$ cat src/rtl/cv32e40x_rvfi_pkg.sv
// RVFI shared types: the retire record buffered by the trace FIFO and
// a helper that reports which memory-operation slots carry traffic.
package cv32e40x_rvfi_pkg;

    localparam int NMEM        = 2;
    localparam int MEMOP_IDX_W = (NMEM > 1) ? $clog2(NMEM) : 1;

    typedef struct packed {
        logic [31:0]        pc_rdata;
        logic [4:0]         rs1_addr;
        logic [4:0]         rs2_addr;
        logic [4:0]         rd_addr;
        logic [31:0]        rs1_rdata;
        logic [31:0]        rs2_rdata;
        logic [31:0]        rd_wdata;
        logic [32*NMEM-1:0] mem_addr;
        logic [32*NMEM-1:0] mem_rdata;
        logic [32*NMEM-1:0] mem_wdata;
        logic [4*NMEM-1:0]  mem_rmask;
        logic [4*NMEM-1:0]  mem_wmask;
    } rvfi_trace_rec_t;

    // A slot is active when either of its byte masks has a bit set.
    function automatic logic [NMEM-1:0] rvfi_memop_active(input rvfi_trace_rec_t rec);
        logic [NMEM-1:0] act;
        act = '0;
        for (int i = 0; i < NMEM; i++) begin
            act[i] = |(rec.mem_rmask[4*i +: 4] | rec.mem_wmask[4*i +: 4]);
        end
        return act;
    endfunction

endpackage

$ cat src/rtl/cv32e40x_rvfi_trace_fifo_if.sv
// Retire-record input and trace-beat output bundle of the RVFI trace FIFO.
interface cv32e40x_rvfi_trace_fifo_if
    import cv32e40x_rvfi_pkg::*;
#(
    parameter int DEPTH = 4
);
    localparam int CNT_W = $clog2(DEPTH) + 1;

    logic                   rvfi_valid;
    logic [31:0]            rvfi_pc_rdata;
    logic [4:0]             rvfi_rs1_addr;
    logic [4:0]             rvfi_rs2_addr;
    logic [4:0]             rvfi_rd_addr;
    logic [31:0]            rvfi_rs1_rdata;
    logic [31:0]            rvfi_rs2_rdata;
    logic [31:0]            rvfi_rd_wdata;
    logic [32*NMEM-1:0]     rvfi_mem_addr;
    logic [32*NMEM-1:0]     rvfi_mem_rdata;
    logic [32*NMEM-1:0]     rvfi_mem_wdata;
    logic [4*NMEM-1:0]      rvfi_mem_rmask;
    logic [4*NMEM-1:0]      rvfi_mem_wmask;

    logic                   out_valid;
    logic                   out_ready;
    logic [31:0]            out_pc;
    logic [31:0]            out_rs1_rdata;
    logic [31:0]            out_rs2_rdata;
    logic [31:0]            out_rd_wdata;
    logic [4:0]             out_rs1_addr;
    logic [4:0]             out_rs2_addr;
    logic [4:0]             out_rd_addr;
    logic [31:0]            out_mem_addr;
    logic [31:0]            out_mem_rdata;
    logic [31:0]            out_mem_wdata;
    logic [3:0]             out_mem_rmask;
    logic [3:0]             out_mem_wmask;
    logic [MEMOP_IDX_W-1:0] out_memop_idx;
    logic                   out_last;
    logic                   overflow;
    logic [CNT_W-1:0]       count;

    modport master (
        output rvfi_valid, rvfi_pc_rdata, rvfi_rs1_addr, rvfi_rs2_addr, rvfi_rd_addr,
               rvfi_rs1_rdata, rvfi_rs2_rdata, rvfi_rd_wdata, rvfi_mem_addr,
               rvfi_mem_rdata, rvfi_mem_wdata, rvfi_mem_rmask, rvfi_mem_wmask, out_ready,
        input  out_valid, out_pc, out_rs1_rdata, out_rs2_rdata, out_rd_wdata,
               out_rs1_addr, out_rs2_addr, out_rd_addr, out_mem_addr, out_mem_rdata,
               out_mem_wdata, out_mem_rmask, out_mem_wmask, out_memop_idx, out_last,
               overflow, count
    );

    modport slave (
        input  rvfi_valid, rvfi_pc_rdata, rvfi_rs1_addr, rvfi_rs2_addr, rvfi_rd_addr,
               rvfi_rs1_rdata, rvfi_rs2_rdata, rvfi_rd_wdata, rvfi_mem_addr,
               rvfi_mem_rdata, rvfi_mem_wdata, rvfi_mem_rmask, rvfi_mem_wmask, out_ready,
        output out_valid, out_pc, out_rs1_rdata, out_rs2_rdata, out_rd_wdata,
               out_rs1_addr, out_rs2_addr, out_rd_addr, out_mem_addr, out_mem_rdata,
               out_mem_wdata, out_mem_rmask, out_mem_wmask, out_memop_idx, out_last,
               overflow, count
    );

endinterface

$ cat src/rtl/cv32e40x_rvfi_memop_sel.sv
// Picks the first active memory slot, the next active slot above idx, and
// whether idx is the final active slot of a record.
module cv32e40x_rvfi_memop_sel
    import cv32e40x_rvfi_pkg::*;
(
    input  logic [NMEM-1:0]        active,
    input  logic [MEMOP_IDX_W-1:0] idx,
    output logic [MEMOP_IDX_W-1:0] first_idx,
    output logic [MEMOP_IDX_W-1:0] next_idx,
    output logic                   is_last
);

    // Scanning downward lets the lowest qualifying slot win.
    always_comb begin
        first_idx = '0;
        next_idx  = idx;
        is_last   = 1'b1;
        for (int i = NMEM - 1; i >= 0; i--) begin
            if (active[i]) first_idx = MEMOP_IDX_W'(i);
            if (active[i] && (i > int'(idx))) begin
                next_idx = MEMOP_IDX_W'(i);
                is_last  = 1'b0;
            end
        end
    end

endmodule

$ cat src/rtl/cv32e40x_rvfi_trace_fifo.sv
// Buffers RVFI retire records and serializes each into one trace beat per
// active memory slot (one beat when none), flagging records lost to overflow.
module cv32e40x_rvfi_trace_fifo
    import cv32e40x_rvfi_pkg::*;
#(
    parameter int DEPTH = 4
) (
    input logic                        clk,
    input logic                        rst,
    cv32e40x_rvfi_trace_fifo_if.slave  bus
);

    localparam int PTR_W = $clog2(DEPTH);
    localparam int CNT_W = PTR_W + 1;

    typedef enum logic {EMPTY, EMIT} state_e;

    state_e                 state;
    rvfi_trace_rec_t        mem_q [DEPTH];
    logic [PTR_W-1:0]       head_q, tail_q, head_nxt;
    logic [CNT_W-1:0]       count_q;
    logic [MEMOP_IDX_W-1:0] idx_q;
    logic                   overflow_q;

    rvfi_trace_rec_t        in_rec, head_rec, nxt_rec;
    logic [MEMOP_IDX_W-1:0] head_first, head_next, nxt_first, nxt_next;
    logic                   head_last, nxt_last;
    logic                   out_valid, hs, pop, push;

    always_comb begin
        in_rec           = '0;
        in_rec.pc_rdata  = bus.rvfi_pc_rdata;
        in_rec.rs1_addr  = bus.rvfi_rs1_addr;
        in_rec.rs2_addr  = bus.rvfi_rs2_addr;
        in_rec.rd_addr   = bus.rvfi_rd_addr;
        in_rec.rs1_rdata = bus.rvfi_rs1_rdata;
        in_rec.rs2_rdata = bus.rvfi_rs2_rdata;
        in_rec.rd_wdata  = bus.rvfi_rd_wdata;
        in_rec.mem_addr  = bus.rvfi_mem_addr;
        in_rec.mem_rdata = bus.rvfi_mem_rdata;
        in_rec.mem_wdata = bus.rvfi_mem_wdata;
        in_rec.mem_rmask = bus.rvfi_mem_rmask;
        in_rec.mem_wmask = bus.rvfi_mem_wmask;
    end

    assign head_nxt  = head_q + 1'b1;
    assign head_rec  = mem_q[head_q];
    // The record that becomes head next: already stored, or the one arriving now.
    assign nxt_rec   = (count_q > CNT_W'(1)) ? mem_q[head_nxt] : in_rec;

    assign out_valid = (state == EMIT);
    assign hs        = out_valid & bus.out_ready;
    assign pop       = hs & head_last;
    assign push      = bus.rvfi_valid & ((count_q < CNT_W'(DEPTH)) | pop);

    cv32e40x_rvfi_memop_sel u_sel_head (
        .active    (rvfi_memop_active(head_rec)),
        .idx       (idx_q),
        .first_idx (head_first),
        .next_idx  (head_next),
        .is_last   (head_last)
    );

    cv32e40x_rvfi_memop_sel u_sel_nxt (
        .active    (rvfi_memop_active(nxt_rec)),
        .idx       ('0),
        .first_idx (nxt_first),
        .next_idx  (nxt_next),
        .is_last   (nxt_last)
    );

    always_ff @(posedge clk) begin
        if (push) mem_q[tail_q] <= in_rec;
    end

    always_ff @(posedge clk) begin
        if (rst) begin
            state      <= EMPTY;
            head_q     <= '0;
            tail_q     <= '0;
            count_q    <= '0;
            idx_q      <= '0;
            overflow_q <= 1'b0;
        end else begin
            if (bus.rvfi_valid && !push) overflow_q <= 1'b1;
            if (push) tail_q <= tail_q + 1'b1;
            if (pop)  head_q <= head_nxt;
            if (push && !pop)      count_q <= count_q + 1'b1;
            else if (pop && !push) count_q <= count_q - 1'b1;
            case (state)
                EMPTY: begin
                    if (push) begin
                        state <= EMIT;
                        idx_q <= nxt_first;
                    end
                end
                EMIT: begin
                    if (pop) begin
                        if (count_q > CNT_W'(1) || push) begin
                            idx_q <= nxt_first;
                        end else begin
                            state <= EMPTY;
                            idx_q <= '0;
                        end
                    end else if (hs) begin
                        idx_q <= head_next;
                    end
                end
                default: state <= EMPTY;
            endcase
        end
    end

    assign bus.out_valid     = out_valid;
    assign bus.out_pc        = out_valid ? head_rec.pc_rdata  : '0;
    assign bus.out_rs1_addr  = out_valid ? head_rec.rs1_addr  : '0;
    assign bus.out_rs2_addr  = out_valid ? head_rec.rs2_addr  : '0;
    assign bus.out_rd_addr   = out_valid ? head_rec.rd_addr   : '0;
    assign bus.out_rs1_rdata = out_valid ? head_rec.rs1_rdata : '0;
    assign bus.out_rs2_rdata = out_valid ? head_rec.rs2_rdata : '0;
    assign bus.out_rd_wdata  = out_valid ? head_rec.rd_wdata  : '0;
    assign bus.out_mem_addr  = out_valid ? head_rec.mem_addr[32*idx_q +: 32]  : '0;
    assign bus.out_mem_rdata = out_valid ? head_rec.mem_rdata[32*idx_q +: 32] : '0;
    assign bus.out_mem_wdata = out_valid ? head_rec.mem_wdata[32*idx_q +: 32] : '0;
    assign bus.out_mem_rmask = out_valid ? head_rec.mem_rmask[4*idx_q +: 4]   : '0;
    assign bus.out_mem_wmask = out_valid ? head_rec.mem_wmask[4*idx_q +: 4]   : '0;
    assign bus.out_memop_idx = out_valid ? idx_q : '0;
    assign bus.out_last      = out_valid & head_last;
    assign bus.overflow      = overflow_q;
    assign bus.count         = count_q;

endmodule
$ cat src/flat_wrapper.sv
// flat-port wrapper written by rule: the top's interface ports become plain ports
module cv32e40x_rvfi_trace_fifo_flat import cv32e40x_rvfi_pkg::*;
#(
    parameter int DEPTH = 4
)
  (clk, rst, bus_rvfi_valid, bus_rvfi_pc_rdata, bus_rvfi_rs1_addr, bus_rvfi_rs2_addr, bus_rvfi_rd_addr, bus_rvfi_rs1_rdata, bus_rvfi_rs2_rdata, bus_rvfi_rd_wdata, bus_rvfi_mem_addr, bus_rvfi_mem_rdata, bus_rvfi_mem_wdata, bus_rvfi_mem_rmask, bus_rvfi_mem_wmask, bus_out_ready, bus_out_valid, bus_out_pc, bus_out_rs1_rdata, bus_out_rs2_rdata, bus_out_rd_wdata, bus_out_rs1_addr, bus_out_rs2_addr, bus_out_rd_addr, bus_out_mem_addr, bus_out_mem_rdata, bus_out_mem_wdata, bus_out_mem_rmask, bus_out_mem_wmask, bus_out_memop_idx, bus_out_last, bus_overflow, bus_count);
  cv32e40x_rvfi_trace_fifo_if #(.DEPTH(DEPTH)) bus_i ();
  input logic clk;
  input logic rst;
  input wire logic [$bits(bus_i.rvfi_valid)-1:0] bus_rvfi_valid;
  input wire logic [$bits(bus_i.rvfi_pc_rdata)-1:0] bus_rvfi_pc_rdata;
  input wire logic [$bits(bus_i.rvfi_rs1_addr)-1:0] bus_rvfi_rs1_addr;
  input wire logic [$bits(bus_i.rvfi_rs2_addr)-1:0] bus_rvfi_rs2_addr;
  input wire logic [$bits(bus_i.rvfi_rd_addr)-1:0] bus_rvfi_rd_addr;
  input wire logic [$bits(bus_i.rvfi_rs1_rdata)-1:0] bus_rvfi_rs1_rdata;
  input wire logic [$bits(bus_i.rvfi_rs2_rdata)-1:0] bus_rvfi_rs2_rdata;
  input wire logic [$bits(bus_i.rvfi_rd_wdata)-1:0] bus_rvfi_rd_wdata;
  input wire logic [$bits(bus_i.rvfi_mem_addr)-1:0] bus_rvfi_mem_addr;
  input wire logic [$bits(bus_i.rvfi_mem_rdata)-1:0] bus_rvfi_mem_rdata;
  input wire logic [$bits(bus_i.rvfi_mem_wdata)-1:0] bus_rvfi_mem_wdata;
  input wire logic [$bits(bus_i.rvfi_mem_rmask)-1:0] bus_rvfi_mem_rmask;
  input wire logic [$bits(bus_i.rvfi_mem_wmask)-1:0] bus_rvfi_mem_wmask;
  input wire logic [$bits(bus_i.out_ready)-1:0] bus_out_ready;
  output wire logic [$bits(bus_i.out_valid)-1:0] bus_out_valid;
  output wire logic [$bits(bus_i.out_pc)-1:0] bus_out_pc;
  output wire logic [$bits(bus_i.out_rs1_rdata)-1:0] bus_out_rs1_rdata;
  output wire logic [$bits(bus_i.out_rs2_rdata)-1:0] bus_out_rs2_rdata;
  output wire logic [$bits(bus_i.out_rd_wdata)-1:0] bus_out_rd_wdata;
  output wire logic [$bits(bus_i.out_rs1_addr)-1:0] bus_out_rs1_addr;
  output wire logic [$bits(bus_i.out_rs2_addr)-1:0] bus_out_rs2_addr;
  output wire logic [$bits(bus_i.out_rd_addr)-1:0] bus_out_rd_addr;
  output wire logic [$bits(bus_i.out_mem_addr)-1:0] bus_out_mem_addr;
  output wire logic [$bits(bus_i.out_mem_rdata)-1:0] bus_out_mem_rdata;
  output wire logic [$bits(bus_i.out_mem_wdata)-1:0] bus_out_mem_wdata;
  output wire logic [$bits(bus_i.out_mem_rmask)-1:0] bus_out_mem_rmask;
  output wire logic [$bits(bus_i.out_mem_wmask)-1:0] bus_out_mem_wmask;
  output wire logic [$bits(bus_i.out_memop_idx)-1:0] bus_out_memop_idx;
  output wire logic [$bits(bus_i.out_last)-1:0] bus_out_last;
  output wire logic [$bits(bus_i.overflow)-1:0] bus_overflow;
  output wire logic [$bits(bus_i.count)-1:0] bus_count;
  assign bus_i.rvfi_valid = bus_rvfi_valid;
  assign bus_i.rvfi_pc_rdata = bus_rvfi_pc_rdata;
  assign bus_i.rvfi_rs1_addr = bus_rvfi_rs1_addr;
  assign bus_i.rvfi_rs2_addr = bus_rvfi_rs2_addr;
  assign bus_i.rvfi_rd_addr = bus_rvfi_rd_addr;
  assign bus_i.rvfi_rs1_rdata = bus_rvfi_rs1_rdata;
  assign bus_i.rvfi_rs2_rdata = bus_rvfi_rs2_rdata;
  assign bus_i.rvfi_rd_wdata = bus_rvfi_rd_wdata;
  assign bus_i.rvfi_mem_addr = bus_rvfi_mem_addr;
  assign bus_i.rvfi_mem_rdata = bus_rvfi_mem_rdata;
  assign bus_i.rvfi_mem_wdata = bus_rvfi_mem_wdata;
  assign bus_i.rvfi_mem_rmask = bus_rvfi_mem_rmask;
  assign bus_i.rvfi_mem_wmask = bus_rvfi_mem_wmask;
  assign bus_i.out_ready = bus_out_ready;
  assign bus_out_valid = bus_i.out_valid;
  assign bus_out_pc = bus_i.out_pc;
  assign bus_out_rs1_rdata = bus_i.out_rs1_rdata;
  assign bus_out_rs2_rdata = bus_i.out_rs2_rdata;
  assign bus_out_rd_wdata = bus_i.out_rd_wdata;
  assign bus_out_rs1_addr = bus_i.out_rs1_addr;
  assign bus_out_rs2_addr = bus_i.out_rs2_addr;
  assign bus_out_rd_addr = bus_i.out_rd_addr;
  assign bus_out_mem_addr = bus_i.out_mem_addr;
  assign bus_out_mem_rdata = bus_i.out_mem_rdata;
  assign bus_out_mem_wdata = bus_i.out_mem_wdata;
  assign bus_out_mem_rmask = bus_i.out_mem_rmask;
  assign bus_out_mem_wmask = bus_i.out_mem_wmask;
  assign bus_out_memop_idx = bus_i.out_memop_idx;
  assign bus_out_last = bus_i.out_last;
  assign bus_overflow = bus_i.overflow;
  assign bus_count = bus_i.count;
  cv32e40x_rvfi_trace_fifo #(.DEPTH(DEPTH)) u_core (.clk(clk), .rst(rst), .bus(bus_i));
endmodule
$ cat config.mk
export PLATFORM = sky130hd
export DESIGN_NAME = cv32e40x_rvfi_trace_fifo_flat
export DESIGN_NICKNAME = d
export VERILOG_FILES = /design/src/rtl/cv32e40x_rvfi_pkg.sv /design/src/rtl/cv32e40x_rvfi_trace_fifo_if.sv /design/src/rtl/cv32e40x_rvfi_memop_sel.sv /design/src/rtl/cv32e40x_rvfi_trace_fifo.sv /design/src/flat_wrapper.sv
export SDC_FILE = /design/constraint.sdc
export NUM_CORES = 1
export LEC_CHECK = 0
export ABC_AREA = 1
export CAP_MARGIN = 5
export CORE_MARGIN = 2
export CORE_UTILIZATION = 35
export DETAILED_ROUTE_END_ITERATION = 7
export PLACE_DENSITY = 0.63
export REMOVE_ABC_BUFFERS = 1
export SLEW_MARGIN = 20
export SYNTH_ARGS = -nofsm -noshare
export SYNTH_HDL_FRONTEND = slang
export SYNTH_SLANG_ARGS = --single-unit
$ cat constraint.sdc
create_clock -name clk -period 25.5 [get_ports clk]
set_clock_uncertainty 0.15 [all_clocks]
set_input_delay 3.825 -clock clk [delete_from_list [all_inputs] [get_ports clk]]
set_output_delay 3.825 -clock clk [all_outputs]
set_load 0.02 [all_outputs]
==> results.toml, run 1 <==
[status]
status = "completed"

[clock_tree]
path_clk_slew_ns = 0.06
cts_resized = 0
cts_buffer_depth = 3
post_cts_buffers = 0
clkSinkCount = 1416
htree_levels = 4
tritoncts = "done"
cts_buffers = 151
clockRootBuffer = "clkbuf_16"
insertion_delay_ns = 0.80
postCtsHoldBufs = 0

[timing]
finalHoldViolations = 0
period_share = 0.4258
holdWs_ns = 0.3025
setup_violations = 0
maxClockFrequency_ghz = 0.09209
setup_ws_ns = 14.64
rsz0062_at_grt = "false"
finalMaxSlewViolations = 0
relSlewSlack = 0.1964
tns_ns = 0
min_period_ns = 10.86
worst_slew_pin_slew_ns = 1.205

[global_route]
grtUsageMet1 = 0.2334
use_met3 = 0.05006
grt_pass1_vias = 34310
met2_usage = 0.2782
grt_start_max_net_pins = 149
grt_use_total = 0.1755
grt_pass1_wl_um = 216600
grt-ovfl-total = 0
antenna_found_initial = 32
gr-max-usage-layer = "met2"

[routing]
dr.pass1.iters = 7
drt-total-wl_um = 144800
viasPerCell = 5.092
antenna_left = 0
drc_errors = 0
vias = 35390
dr.first_iter.drc_count = 3238
wl_per_cell_um = 20.84

[place]
routabilityCongestion = 0.7652
dp_hpwl_um = 82740
post-place-ws_ns = 15.56
numPortBuffers = 608

[cells_and_area]
area_growth_pct = 23.18
drive_gt1_frac = 0.05471
layout.nets = 5123

[floorplanning]
ios = 609
die-width_um = 400.2
start_util = 0.3522
core-area_um2 = 156000
rows = 145
die-area_um2 = 160200
dieHeight_um = 400.2

[pwr]
finalPower_mw = 5.361
p_per_area_nw_per_um2 = 79.21
peakVddDrop_mv = 0.07023
total_leakage_power_nw = 22.57

[worst_setup_path]
worst-setup-path-type = "flip-flop to primary output"
start_kind = "flip-flop"
cp_max_fo = 88
cp-end-kind = "primary output"
arrival_ns = 6.88
required_ns = 21.53
regToRegSetupSlack_ns = 18.23

[yosys]
syn-cell-area_um2 = 54950
ys_warn_count = 0
seq_area_frac_synth = 0.7717
ys_ff_latch = 1416
synth_cell_types = 29
synthCells = 4230
avgSynthCellArea_um2 = 12.99

[min_path]
hold_class = "flip-flop to flip-flop"

[run]
drv_cap = 0
-- layout make-up --
type                    instances  area, µm²
diodes                         12      30.03
clock buffers                 192       4018
clock inverters                81      700.7
fillers                     14070      88340
inverters                      31      138.9
multi-input cells            2500      11280
flip-flops and latches       1416      42410
well taps                    2058       2575
repair buffers                660       6526
-- cell families after synthesis --
logic type | after synthesis | share of synthesized area
compound gates | 1062 | 0.1014
xor+xnor | 1 | 0.0001594
fa+ha+maj | 8 | 0.001822
buf+inv | 314 | 0.02352
flops | 1416 | 0.7717
simple gates | 1429 | 0.1015
-- power by group --
part / total [mW] / internal [mW] / leakage, nW / switching, mW
sequential: 2.75 / 2.72 / 13.0 / 0.0303
combinational: 0.519 / 0.182 / 7.32 / 0.338
clock: 2.10 / 1.19 / 2.30 / 0.903
-- state kept, by name, summed over array words and instances (netlist names), named ones only --
signal / flops
u_core.idx_q: 1
u_core.bus.out_valid: 1
u_core.mem_q: 1404
u_core.bus.count: 3
u_core.head_q: 2
u_core.bus.overflow: 1
u_core.tail_q: 2
-- synthesized netlist by cell type, drive strengths merged --
master,count,area (µm²)
a21oi,159,799.5
a31oi,1,6.260
and2,1,6.260
buf,93,462.9
clkbuf,190,713.2
clkinv,1,3.750
dfxtp,12,240.2
edfxtp,1404,42160
ha,8,100.1
inv,30,112.6
nand2,272,1046
nand3,129,645.6
nand3b,1,7.510
nand4,2,12.51
nor2,1015,3810
nor3,7,35.03
nor4,2,12.51
o2111ai,1,8.760
o21ai,705,3528
o22ai,196,1226
xnor2,1,8.760
-- through the flow --
| step | instance area (µm²) | cells | util |
|---|---|---|---|
| after detailed placement | 62940 | 6665 | 0.4034 |
| after global routing | 67670 | 6945 | 0.4337 |
| after global placement | 62940 | 6665 | 0.4034 |
| after CTS | 67650 | 6938 | 0.4336 |
| final | 67680 | 6950 | 0.4338 |
| after floorplan | 53770 | 3947 | - |
-- final timing paths --
path / startpoint / end / cells past startpoint
setup / recovery: flip-flop / bus_out_mem_rdata[10] / 9
hold / removal: u_core.bus.overflow / u_core.bus.overflow / 2
setup reg to reg: flip-flop / u_core.mem_q[3][141] / 16
hold reg to reg: u_core.bus.overflow / u_core.bus.overflow / 2
-- cell usage in the layout (no fill, tap or decap), types with 3 or more instances in the layout --
cell and count:
clkinv_1 38, bufinv_16 7, nand3_1 129, nor3_1 7, inv_4 3, clkinv_2 19, clkbuf_1 37, o21ai_0 699
nor2_1 1011, inv_1 26, inv_16 4, o21ai_1 6, clkinv_8 5, buf_12 4, o22ai_1 196, edfxtp_1 1404
diode_2 12, clkbuf_16 155, nor2_4 4, a21oi_1 158, inv_6 3, dfxtp_1 9, nand2_4 3, ha_1 8
buf_4 48, dfxtp_4 3, inv_8 3, nand2_1 268, clkdlybuf4s50_1 608
-- metal layers --
| layer | wire length [µm] | part of all wire | vias up |
|---|---|---|---|
| met5 | 286 | 0.0020 | - |
| met4 | 3125 | 0.022 | 42 |
| met3 | 11470 | 0.079 | 237 |
| met2 | 68090 | 0.47 | 1207 |
| met1 | 61850 | 0.43 | 17410 |
| li1 | - | - | 16490 |
-- worst max-delay path: stages (launching register included) --
cell and delay [ns]:
dfxtp_4 0.99, buf_4 0.89, buf_4 0.83, buf_4 0.80, buf_4 0.83, o21ai_0 0.23, o22ai_1 0.26, nand2_1 0.09
nand2_1 0.23, clkdlybuf4s50_1 0.70
No activity file was read; power rests on OpenSTA's default activity.
==> inputs of run 2 (changes only) <==
==> constraint.sdc (replaced) <==
create_clock -name clk -period 11.1 [get_ports clk]
set_clock_uncertainty 0.15 [all_clocks]
set_input_delay 1.665 -clock clk [delete_from_list [all_inputs] [get_ports clk]]
set_output_delay 1.665 -clock clk [all_outputs]
set_load 0.02 [all_outputs]
==> run 2 against run 1 <==
Compared with the run above: first-iteration DRC count is 4.1% lower; cell area about the same; global-route usage shrank 0.28 points; critical endpoint is now bus_out_mem_wdata[21]; via count is essentially flat; power grew 130%; highest routed layer unchanged; core utilization hardly changed; register-to-register slack lost 13 ns; combinational power increased by 130%; wire length decreased by 0.80%; final cell count is 0.29% lower; worst setup slack worse by 11 ns; non-clock buffer count decreased by 13.
==> results.toml, run 2 (synthesis gave the netlist of run 1 again) <==
[cells_and_area]
nFillCells = 14070
layout.nets = 5110
largest_reg_flops = 1404
top_register = "u_core.mem_q"
final_common_cell = "edfxtp_1"
area_growth_pct = 23.17
final_cell_mix = "edfxtp_1 (1404), nor2_1 (1011), o21ai_0 (699)"
drive_gt1_frac = 0.05353

[pwr]
peakVddDrop_mv = 0.1268
finalPower_mw = 12.29
p_per_area_nw_per_um2 = 181.5
total_leakage_power_nw = 22.53

[routing]
vias = 35380
viasPerCell = 5.105
dr.first_iter.drc_count = 3104
antenna_left = 0
dr.pass1.iters = 7
drt-total-wl_um = 143700
drc_errors = 0
wl_per_cell_um = 20.73

[global_route]
grt-ovfl-total = 0
antenna_found_initial = 41
grt_pass1_vias = 34160
grt_start_max_net_pins = 219
grt_use_total = 0.1728
grt_pass1_wl_um = 213200

[place]
dp_hpwl_um = 80110
numPortBuffers = 608
routabilityCongestion = 0.7795

[worst_setup_path]
slowest_stage = "buf_4"
slowest_delay_ns = 0.81
cp_top_family = "buffers and inverters"
cp-end-kind = "primary output"
start_kind = "flip-flop"
reg2regPathDepth = 14
required_ns = 9.29
path_depth = 8
arrival_ns = 5.25
cpMostUsedCell = "buf_12"
path_buf_inv = 4
cp_max_fo = 211
worst-setup-path-type = "flip-flop to primary output"
path_cells = "buf_12 -> buf_12 -> buf_4 -> o21ai_0 -> o22ai_1 -> nand3_1 -> nand2_1 -> clkdlybuf4s50_1"

[floorplanning]
die-width_um = 400.2
ios = 609
rows = 145
dieHeight_um = 400.2
die-area_um2 = 160200
core-area_um2 = 156000
start_util = 0.3522

[timing]
worst_slew_pin_slew_ns = 1.138
finalHoldViolations = 0
tns_ns = 0
maxClockFrequency_ghz = 0.1415
period_share = 0.6366
relSlewSlack = 0.2416
min_period_ns = 7.066
finalMaxSlewViolations = 0
setup_violations = 0
rsz0062_at_grt = "false"

[min_path]
hold_class = "flip-flop to flip-flop"
hold_depth = 2

[clock_tree]
htree_levels = 4
cts_buffer_depth = 3
cts_buffers = 151
clockRootBuffer = "clkbuf_16"
insertion_delay_ns = 0.78
path_clk_slew_ns = 0.05
post_cts_buffers = 0
tritoncts = "done"
cts_resized = 0
clkSinkCount = 1416
postCtsHoldBufs = 0

[status]
status = "completed"

[run]
drv_cap = 0
==> run 2: final cells by class <==
class / count / area [µm²] / area share
well taps: 2058 / 2575 / 0.03805
repair buffers: 647 / 6566 / 0.09702
diodes: 15 / 37.54 / 0.0005546
flip-flops and latches: 1416 / 42410 / 0.6267
multi-input cells: 2500 / 11280 / 0.1667
clock inverters: 76 / 708.2 / 0.01046
clock buffers: 187 / 3956 / 0.05846
inverters: 31 / 138.9 / 0.002052
==> run 2: worst paths after layout <==
path / slack, ns / startpoint / endpoint
setup / recovery: 4.03 / flip-flop / bus_out_mem_wdata[21]
hold / removal: 0.34 / u_core.bus.overflow / u_core.bus.overflow
hold reg to reg: 0.34 / u_core.bus.overflow / u_core.bus.overflow
setup reg to reg: 5.21 / flip-flop / u_core.mem_q[0][286]
==> run 2: power by group <==
part	internal (mW)	switching (mW)
Clock	2.73	2.05
Sequential	6.24	0.0757
Combinational	0.421	0.767
Total	9.39	2.90
==> run 2: stage by stage <==
step           cells  setup WS (ns)  cell area (µm²)  hold WS, ns    util
2_1_floorplan   3947         -34.10            53770       0.3105       -
3_3_place_gp    6652          4.869            62980       0.3098  0.4036
3_5_place_dp    6652          4.855            62980       0.3337  0.4036
4_1_cts         6915          3.978            67640       0.3423  0.4335
5_1_grt         6928          3.660            67670       0.3649  0.4337
6_report        6930          4.034            67680       0.3383  0.4338
==> run 2: worst reg2reg max path: cells and delay by family, from the launching register on <==
family / cells / cell delay (ns)
buffers and inverters: 4 / 2.61
DFF: 1 / 0.54
and+or+nand+nor: 10 / 1.85
==> run 2: per-layer routing <==
| layer | vias to the layer above | share of wire | track usage |
|---|---|---|---|
| met2 | 1167 | 0.47 | 0.2728 |
| met4 | 56 | 0.025 | 0.05815 |
| met5 | - | 0.0025 | 0 |
| met1 | 17450 | 0.42 | 0.2251 |
| met3 | 264 | 0.084 | 0.05462 |
| li1 | 16450 | - | - |
